File: src/rtl/mp3_types.sv
// Shared types for the memory-path blocks.
//   arb_state_t : arbiter FSM states
//   arb_side_t  : which L1 requester (I or D) owns the memory port
//   DEF_ADDR_W / DEF_LINE_W : default byte-address and cache-line widths
package mp3_types;

    localparam int DEF_ADDR_W = 16;
    localparam int DEF_LINE_W = 128;

    typedef enum logic [1:0] {
        IDLE    = 2'd0,
        SERVE_I = 2'd1,
        SERVE_D = 2'd2,
        DONE    = 2'd3
    } arb_state_t;

    typedef enum logic {
        SIDE_I = 1'b0,
        SIDE_D = 1'b1
    } arb_side_t;

endpackage

File: src/rtl/mem_arbiter_if.sv
// Bundle of every signal between the L1 caches, the arbiter and physical memory.
//   i_*    : I-cache miss path (read only)
//   d_*    : D-cache miss / writeback path
//   pmem_* : single physical-memory port
// Modports:
//   slave  : the arbiter's view (takes cache requests, drives the pmem command)
//   master : the environment's view (caches plus memory)
interface mem_arbiter_if #(
    parameter int ADDR_W = mp3_types::DEF_ADDR_W,
    parameter int LINE_W = mp3_types::DEF_LINE_W
);
    logic              i_read;
    logic [ADDR_W-1:0] i_address;
    logic [LINE_W-1:0] i_rdata;
    logic              i_resp;

    logic              d_read;
    logic              d_write;
    logic [ADDR_W-1:0] d_address;
    logic [LINE_W-1:0] d_wdata;
    logic [LINE_W-1:0] d_rdata;
    logic              d_resp;

    logic              pmem_read;
    logic              pmem_write;
    logic [ADDR_W-1:0] pmem_address;
    logic [LINE_W-1:0] pmem_wdata;
    logic [LINE_W-1:0] pmem_rdata;
    logic              pmem_resp;

    modport slave (
        input  i_read, i_address, d_read, d_write, d_address, d_wdata,
        input  pmem_rdata, pmem_resp,
        output i_rdata, i_resp, d_rdata, d_resp,
        output pmem_read, pmem_write, pmem_address, pmem_wdata
    );

    modport master (
        output i_read, i_address, d_read, d_write, d_address, d_wdata,
        output pmem_rdata, pmem_resp,
        input  i_rdata, i_resp, d_rdata, d_resp,
        input  pmem_read, pmem_write, pmem_address, pmem_wdata
    );

endinterface

File: src/rtl/mem_arbiter.sv
// Two-into-one arbiter: serialises I-cache and D-cache line requests onto
// the single physical-memory port.
//   clk, rst_n : clock, asynchronous active-low reset
//   bus        : mem_arbiter_if.slave (cache request/response + pmem port)
// Contended requests alternate, starting with D out of reset. Each
// transaction is IDLE -> SERVE_x -> DONE -> IDLE, so the pmem command
// always drops for at least one cycle between transactions.
module mem_arbiter
    import mp3_types::*;
#(
    parameter int ADDR_W = DEF_ADDR_W,
    parameter int LINE_W = DEF_LINE_W
) (
    input  logic          clk,
    input  logic          rst_n,
    mem_arbiter_if.slave  bus
);

    arb_state_t        state, next_state;
    arb_side_t         last_grant, grant;
    logic              i_pend, d_pend, take;

    logic [ADDR_W-1:0] req_addr;
    logic [LINE_W-1:0] req_wdata;
    logic              req_write;

    assign i_pend = bus.i_read;
    assign d_pend = bus.d_read | bus.d_write;
    assign take   = (state == IDLE) && (i_pend || d_pend);

    // State register.
    // NOTE: sequential state is assigned with <= so every flop samples the
    // pre-edge values; blocking assignments here would create ordering races.
    always_ff @(posedge clk or negedge rst_n) begin
        if (!rst_n) begin
            state      <= IDLE;
            last_grant <= SIDE_I;
        end else begin
            state <= next_state;
            if (take) last_grant <= grant;
        end
    end

    // Next-state logic and grant selection.
    always_comb begin
        // NOTE: defaults first so every path assigns every output; a missing
        // branch would otherwise infer a latch.
        next_state = state;
        grant      = last_grant;
        case (state)
            IDLE: begin
                if (i_pend && d_pend)
                    grant = (last_grant == SIDE_I) ? SIDE_D : SIDE_I;
                else if (d_pend)
                    grant = SIDE_D;
                else
                    grant = SIDE_I;
                if (take)
                    next_state = (grant == SIDE_D) ? SERVE_D : SERVE_I;
            end
            SERVE_I, SERVE_D: begin
                if (bus.pmem_resp) next_state = DONE;
            end
            DONE:    next_state = IDLE;
            default: next_state = IDLE;
        endcase
    end

    // Request latch: captured once on the grant so the requester may change
    // or drop its inputs while the memory works.
    // NOTE: these are reset so pmem_address/pmem_wdata read 0 out of reset;
    // large storage arrays would normally be left unreset.
    always_ff @(posedge clk or negedge rst_n) begin
        if (!rst_n) begin
            req_addr  <= '0;
            req_wdata <= '0;
            req_write <= 1'b0;
        end else if (take) begin
            req_addr  <= (grant == SIDE_D) ? bus.d_address : bus.i_address;
            req_wdata <= (grant == SIDE_D) ? bus.d_wdata   : '0;
            req_write <= (grant == SIDE_D) && bus.d_write;
        end
    end

    // Outputs. Everything decodes from the state, so an asynchronous reset
    // drops the pmem command and any resp immediately.
    always_comb begin
        bus.pmem_read    = ((state == SERVE_I) || (state == SERVE_D)) && !req_write;
        bus.pmem_write   = ((state == SERVE_I) || (state == SERVE_D)) &&  req_write;
        bus.pmem_address = req_addr;
        bus.pmem_wdata   = req_wdata;
        bus.i_resp       = (state == SERVE_I) && bus.pmem_resp;
        bus.d_resp       = (state == SERVE_D) && bus.pmem_resp;
        // Both sides see the memory data; only the one with resp high samples.
        bus.i_rdata      = bus.pmem_rdata;
        bus.d_rdata      = bus.pmem_rdata;
    end

endmodule

File: src/flat_wrapper.sv
// flat-port wrapper written by rule: the top's interface ports become plain ports
module mem_arbiter_flat import mp3_types::*;
#(
    parameter int ADDR_W = DEF_ADDR_W,
    parameter int LINE_W = DEF_LINE_W
)
  (clk, rst_n, bus_i_read, bus_i_address, bus_d_read, bus_d_write, bus_d_address, bus_d_wdata, bus_pmem_rdata, bus_pmem_resp, bus_i_rdata, bus_i_resp, bus_d_rdata, bus_d_resp, bus_pmem_read, bus_pmem_write, bus_pmem_address, bus_pmem_wdata);
  mem_arbiter_if #(.ADDR_W(ADDR_W), .LINE_W(LINE_W)) bus_i ();
  input  logic clk;
  input  logic rst_n;
  input wire logic [$bits(bus_i.i_read)-1:0] bus_i_read;
  input wire logic [$bits(bus_i.i_address)-1:0] bus_i_address;
  input wire logic [$bits(bus_i.d_read)-1:0] bus_d_read;
  input wire logic [$bits(bus_i.d_write)-1:0] bus_d_write;
  input wire logic [$bits(bus_i.d_address)-1:0] bus_d_address;
  input wire logic [$bits(bus_i.d_wdata)-1:0] bus_d_wdata;
  input wire logic [$bits(bus_i.pmem_rdata)-1:0] bus_pmem_rdata;
  input wire logic [$bits(bus_i.pmem_resp)-1:0] bus_pmem_resp;
  output wire logic [$bits(bus_i.i_rdata)-1:0] bus_i_rdata;
  output wire logic [$bits(bus_i.i_resp)-1:0] bus_i_resp;
  output wire logic [$bits(bus_i.d_rdata)-1:0] bus_d_rdata;
  output wire logic [$bits(bus_i.d_resp)-1:0] bus_d_resp;
  output wire logic [$bits(bus_i.pmem_read)-1:0] bus_pmem_read;
  output wire logic [$bits(bus_i.pmem_write)-1:0] bus_pmem_write;
  output wire logic [$bits(bus_i.pmem_address)-1:0] bus_pmem_address;
  output wire logic [$bits(bus_i.pmem_wdata)-1:0] bus_pmem_wdata;
  assign bus_i.i_read = bus_i_read;
  assign bus_i.i_address = bus_i_address;
  assign bus_i.d_read = bus_d_read;
  assign bus_i.d_write = bus_d_write;
  assign bus_i.d_address = bus_d_address;
  assign bus_i.d_wdata = bus_d_wdata;
  assign bus_i.pmem_rdata = bus_pmem_rdata;
  assign bus_i.pmem_resp = bus_pmem_resp;
  assign bus_i_rdata = bus_i.i_rdata;
  assign bus_i_resp = bus_i.i_resp;
  assign bus_d_rdata = bus_i.d_rdata;
  assign bus_d_resp = bus_i.d_resp;
  assign bus_pmem_read = bus_i.pmem_read;
  assign bus_pmem_write = bus_i.pmem_write;
  assign bus_pmem_address = bus_i.pmem_address;
  assign bus_pmem_wdata = bus_i.pmem_wdata;
  mem_arbiter #(.ADDR_W(ADDR_W), .LINE_W(LINE_W)) u_core (.clk(clk), .rst_n(rst_n), .bus(bus_i));
endmodule
File: config.mk
export PLATFORM = sky130hd
export DESIGN_NAME = mem_arbiter_flat
export DESIGN_NICKNAME = d
export VERILOG_FILES = /design/src/rtl/mp3_types.sv /design/src/rtl/mem_arbiter_if.sv /design/src/rtl/mem_arbiter.sv /design/src/flat_wrapper.sv
export SDC_FILE = /design/constraint.sdc
export NUM_CORES = 1
export LEC_CHECK = 0
export ABC_AREA = 1
export CORE_AREA = 5 5 268 270
export DETAILED_ROUTE_END_ITERATION = 6
export DIE_AREA = 0 0 273 275
export GPL_ROUTABILITY_DRIVEN = 0
export PLACE_DENSITY = 0.44
export REMOVE_ABC_BUFFERS = 1
export SLEW_MARGIN = 15
export SYNTH_ARGS = -nofsm -noshare
export SYNTH_HDL_FRONTEND = slang
export SYNTH_SLANG_ARGS = --single-unit
File: constraint.sdc
create_clock -name clk -period 2.15 [get_ports clk]
set_input_delay 0.43 -clock clk [delete_from_list [all_inputs] [get_ports clk]]
set_output_delay 0.43 -clock clk [all_outputs]
set_load 0.05 [all_outputs]
* After elaboration in Yosys (flattened, before gate mapping)
Index checks and enable logic that the tools add are counted.
Cells by class: equality and inequality tests 5, muxes and demuxes 11, bitwise operators 1, reduce and logical (&&, ||, !) cells 13
Operators with widths (number):
- two-way mux 128 bit | 1
- two-way mux 16 bit | 1
- logical AND 1 bit | 7
- two-way mux 2 bit | 3
- one-hot mux 2 bit (3 select lines) | 1
- two-way mux 1 bit | 5
- == test 2 bit (second input constant) | 2
- == test 2 x 1 -> 1 bit (second input constant) | 1
- zero test 2 bit | 1
- logical OR 1 bit | 2
- != test 2 x 1 -> 1 bit (second input constant) | 1
- != test 2 bit (second input constant) | 1
- AND reduction 2 bit | 1
- OR reduction 2 bit | 1
- zero test 1 bit | 1
- bitwise OR 1 bit | 1
Storage, ports and cells: flip-flop bits (word level) 148, output and inout port bits 404

* Logic depth before layout (Yosys ltp)
depth after elaboration 7, mapped depth 9, mapped depth without buffers 7

* Worst setup path after synthesis
No wires, ideal clock.
path kind register -> output, from register u_core.state[0], to output port bus_pmem_read, arrival 1.411 ns, setup slack 0.309 ns, cell stages (with the launch flop) 5, buffers on the path 0, cell sequence dfrtp_1 -> inv_1 -> ha_1 -> inv_1 -> nor2_1
On the way: longest elaborated chain between the ends 3, elaborated cells between the ends (all ways) 4, those cells by class eq/ne (2); reduce/logical (2)
RTL lines:
- start: declaration | line mem_arbiter.sv:19 | arb_state_t state, next_state;
- start signal: assignment | line mem_arbiter.sv:39 | state <= next_state;
- == test 2 x 1 -> 1 bit / == test 2 bit (equally long branches) | line mem_arbiter.sv:88 | bus.pmem_read = ((state == SERVE_I) || (state == SERVE_D)) && !req_write;
- logical OR 1 bit * | line mem_arbiter.sv:88
- logical AND 1 bit * | line mem_arbiter.sv:88
- end: declaration | line flat_wrapper.sv:23 | output wire logic [$bits(bus_i.pmem_read)-1:0] bus_pmem_read;
Every way passes the cells marked *; elsewhere a longest branch is shown, timed or not.

* Worst setup path in the final report
from register u_core.req_wdata[51], in the netlist u_core.bus.pmem_wdata[51], to output port bus_pmem_wdata[51]
RTL lines:
- start: declaration | line mem_arbiter.sv:24 | logic [LINE_W-1:0] req_wdata;
- start signal: assignment | line mem_arbiter.sv:80 | req_wdata <= (grant == SIDE_D) ? bus.d_wdata : '0;
- end: declaration | line flat_wrapper.sv:26 | output wire logic [$bits(bus_i.pmem_wdata)-1:0] bus_pmem_wdata;
No word-level cell between the ends.

==> flow_summary_export.csv <==
group,metric,value,unit
power,power.density,1610,nW/um^2
final_layout,antenna_cells,0,
sta,slew-limit-headroom,0.616,
clock_network,h-tree-depth,4,
final_layout,finalNonFillerCells,1999,
die,dieArea,75100,sq um
global_routing,grt_pass1_wl,94.9,mm
clock_network,clkSlewWorstSetupHoldPaths,0.07,ns
yosys,ys_ff_latch,148,
sta,slew_violations,0,
routing,drtIter0Drc,575,
critical_path,start_kind,"flop",
final_layout,final_cell_mix,"300 x nand2_1, 220 x clkdlybuf4s50_1, 176 x nand3_1",
yosys,ys.warnings.count,0,
routing,detail-route-antenna-nets,0,
sta,hold_viol,0,
routing,post_drt_via_cell_ratio,3.66,
routing,first_pass_iters,4,
clock_network,cts_tree,"yes",
critical_path,crit_chain,"clkdlybuf4s50_1",
critical_path,path_class,"flop to primary output",
global_routing,antenna_found_initial,4,
clock_network,clock-sinks,148,
die,fp.dieW,273,microns
sta,tightest_slew,0.578,ns
final_layout,fin_util,0.163,
placement,port-buffer-count,313,
sta,min_period,2.09,ns
critical_path,path_buf_inv,1,
routing,via_count,7322,
die,io_pins,698,
final_layout,syn2layout_area_growth,36.2,%
yosys,async_reset_ff_frac,1.00,
placement,dp_hpwl,67.6,mm
global_routing,grt_util_all_layers,0.202,
clock_network,post_cts.repair.setup_buffers,0,
clock_network,clock_path_buffers,2,
final_layout,final_common_cell,"nand2_1",
power,irDropWorstVdd,0.650,mV
die,core_area,69300,sq um
min_path,hold_path.class,"input pin to asynchronous set/reset pin",
global_routing,grt_max_degree,86,
job,cap_violations,0,
yosys,syn_area_per_cell,8.34,sq um
routing,post_drt_wl_per_cell,39.2,microns
sta,tns,0,ns
critical_path,rr_worst_depth,8,
critical_path,slowest_stage,"clkdlybuf4s50_1",
critical_path,cp-end-kind,"primary output",
final_layout,fin_nets,1344,
global_routing,grt_overflow_total,0,
yosys,synthTopCellsByArea,"dfrtp_1 45%, buf_4 24%, nand2_1 14%",
final_layout,layout-drive-gt1-share,0.100,
clock_network,cts-root-buf,"clkbuf_16",
yosys,yosys.area.top_type_share,0.447,
clock_network,cts_buffers,17,
yosys,synth_cell_types,18,
critical_path,cp_top_family,"buffers and inverters",
global_routing,grt_pass1_vias,7219,
yosys,yosys.area.top_type,"dfrtp_1",
sta,fmax,480,MHz
sta,finalCritPeriodShare,0.970,
yosys,seq_area_frac_synth,0.447,
critical_path,arrival,1.66,ns
die,rows,97,
die,chipHeight,275,microns
sta,setup_viol_count_final,0,
yosys,synth-edff-count,0,
critical_path,required,1.72,ns
sta,clock_skew,0.0191,ns
routing,wl,78.3,mm
critical_path,cp_num_cells,1,
run_status,status,"finished clean",
critical_path,slowest_delay,0.82,ns
clock_network,clk_latency,0.48,ns
die,start_util,0.120,
yosys,synth_area,8290,sq um
yosys,ys.flop_type,"dfrtp_1",
routing,drc,0,
yosys,postSynthCellCount,994,
critical_path,worstPathMaxFanout,2,
placement,dpl.cell_count,1966,
power,leakage,5.71,nW
[synth_stat cells, types with 2 or more instances]
master / count
inv_1: 45
nand2_1: 300
nand2_2: 4
nor2_1: 2
buf_2: 20
ha_1: 4
dfrtp_1: 148
nand3_1: 176
clkbuf_1: 11
buf_4: 260
buf_6: 14
o21ai_0: 4
[power breakdown]
| group | leakage [nW] | internal [W] | switching (W) |
|---|---|---|---|
| Sequential | 1.93 | 0.00381 | 0.000559 |
| Clock | 0.292 | 0.00177 | 0.00144 |
| Combinational | 3.49 | 0.00315 | 0.00749 |
| Total | 5.71 | 0.00873 | 0.00950 |
[worst register-to-register path, delay by kind of cell (launching register included)]
kind          cells  cell delay (ns)
fa+ha+maj         1             0.23
buf+inv           3             0.48
flops             1             0.40
simple gates      4             0.63
[layout make-up]
| class | instances | area (sq um) |
|---|---|---|
| multi-input cells | 495 | 2200 |
| flip-flops and latches | 148 | 3700 |
| fillers | 7755 | 58000 |
| inverters | 46 | 175 |
| well taps | 940 | 1180 |
| clock buffers | 18 | 439 |
| clock inverters | 14 | 164 |
| repair buffers | 338 | 3430 |
[path summary, 6_finish.rpt]
check	start	end	slack (ns)
max in group asynchronous	rst_n	u_core.bus.pmem_wdata[81]	1.09
min	rst_n	u_core.bus.pmem_wdata[72]	0.39
min reg2reg	u_core.bus.pmem_wdata[15]	u_core.bus.pmem_wdata[15]	0.47
max reg2reg	u_core.state[0]	u_core.bus.pmem_wdata[58]	0.29
max	u_core.bus.pmem_wdata[51]	bus_pmem_wdata[51]	0.06
min in group clk	u_core.bus.pmem_wdata[15]	u_core.bus.pmem_wdata[15]	0.47
[per-layer routing]
metal  up-vias  track usage  routed length [microns]
li1       2950            -                        -
met1      3335        0.145                    19800
met2       930        0.310                    34300
met3        82        0.257                    20700
met4        25       0.0516                     2070
met5         -        0.139                     1460
[metrics by stage]
stage	setup slack (ns)	instance area (sq um)	power, W	hold slack [ns]
floorplan	-1.59	6040	0.0105	0.134
global placement	0.00592	10600	0.0152	0.334
detailed placement	-0.0185	10600	0.0153	0.336
CTS	0.000915	11200	0.0185	0.353
global route	-0.00268	11300	0.0194	0.380
finish	0.0646	11300	0.0182	0.387
[flip-flops by register name (all words and copies together), names as in the netlist, named ones only]
name                     flops
u_core.bus.pmem_wdata      128
u_core.req_write             1
u_core.bus.pmem_address     16
u_core.state                 2
[logic make-up (layout without fill, tap and decap cells)]
| logic type | after synthesis | count (layout) | synth area share |
|---|---|---|---|
| compound gates | 7 | 7 | 0.00513 |
| buf+inv | 351 | 416 | 0.292 |
| fa+ha+maj | 4 | 4 | 0.00604 |
| flops | 148 | 148 | 0.447 |
| simple gates | 484 | 484 | 0.250 |
[timing repair]
| item | in CTS | in global routing |
|---|---|---|
| setup endpoints to repair | 29 | 32 |
| resized for setup | 30 | 26 |
| endpoints found under the hold margin | 26 | 0 |
| hold buffers | 1 | 0 |
No activity file was read; power rests on OpenSTA's default activity.
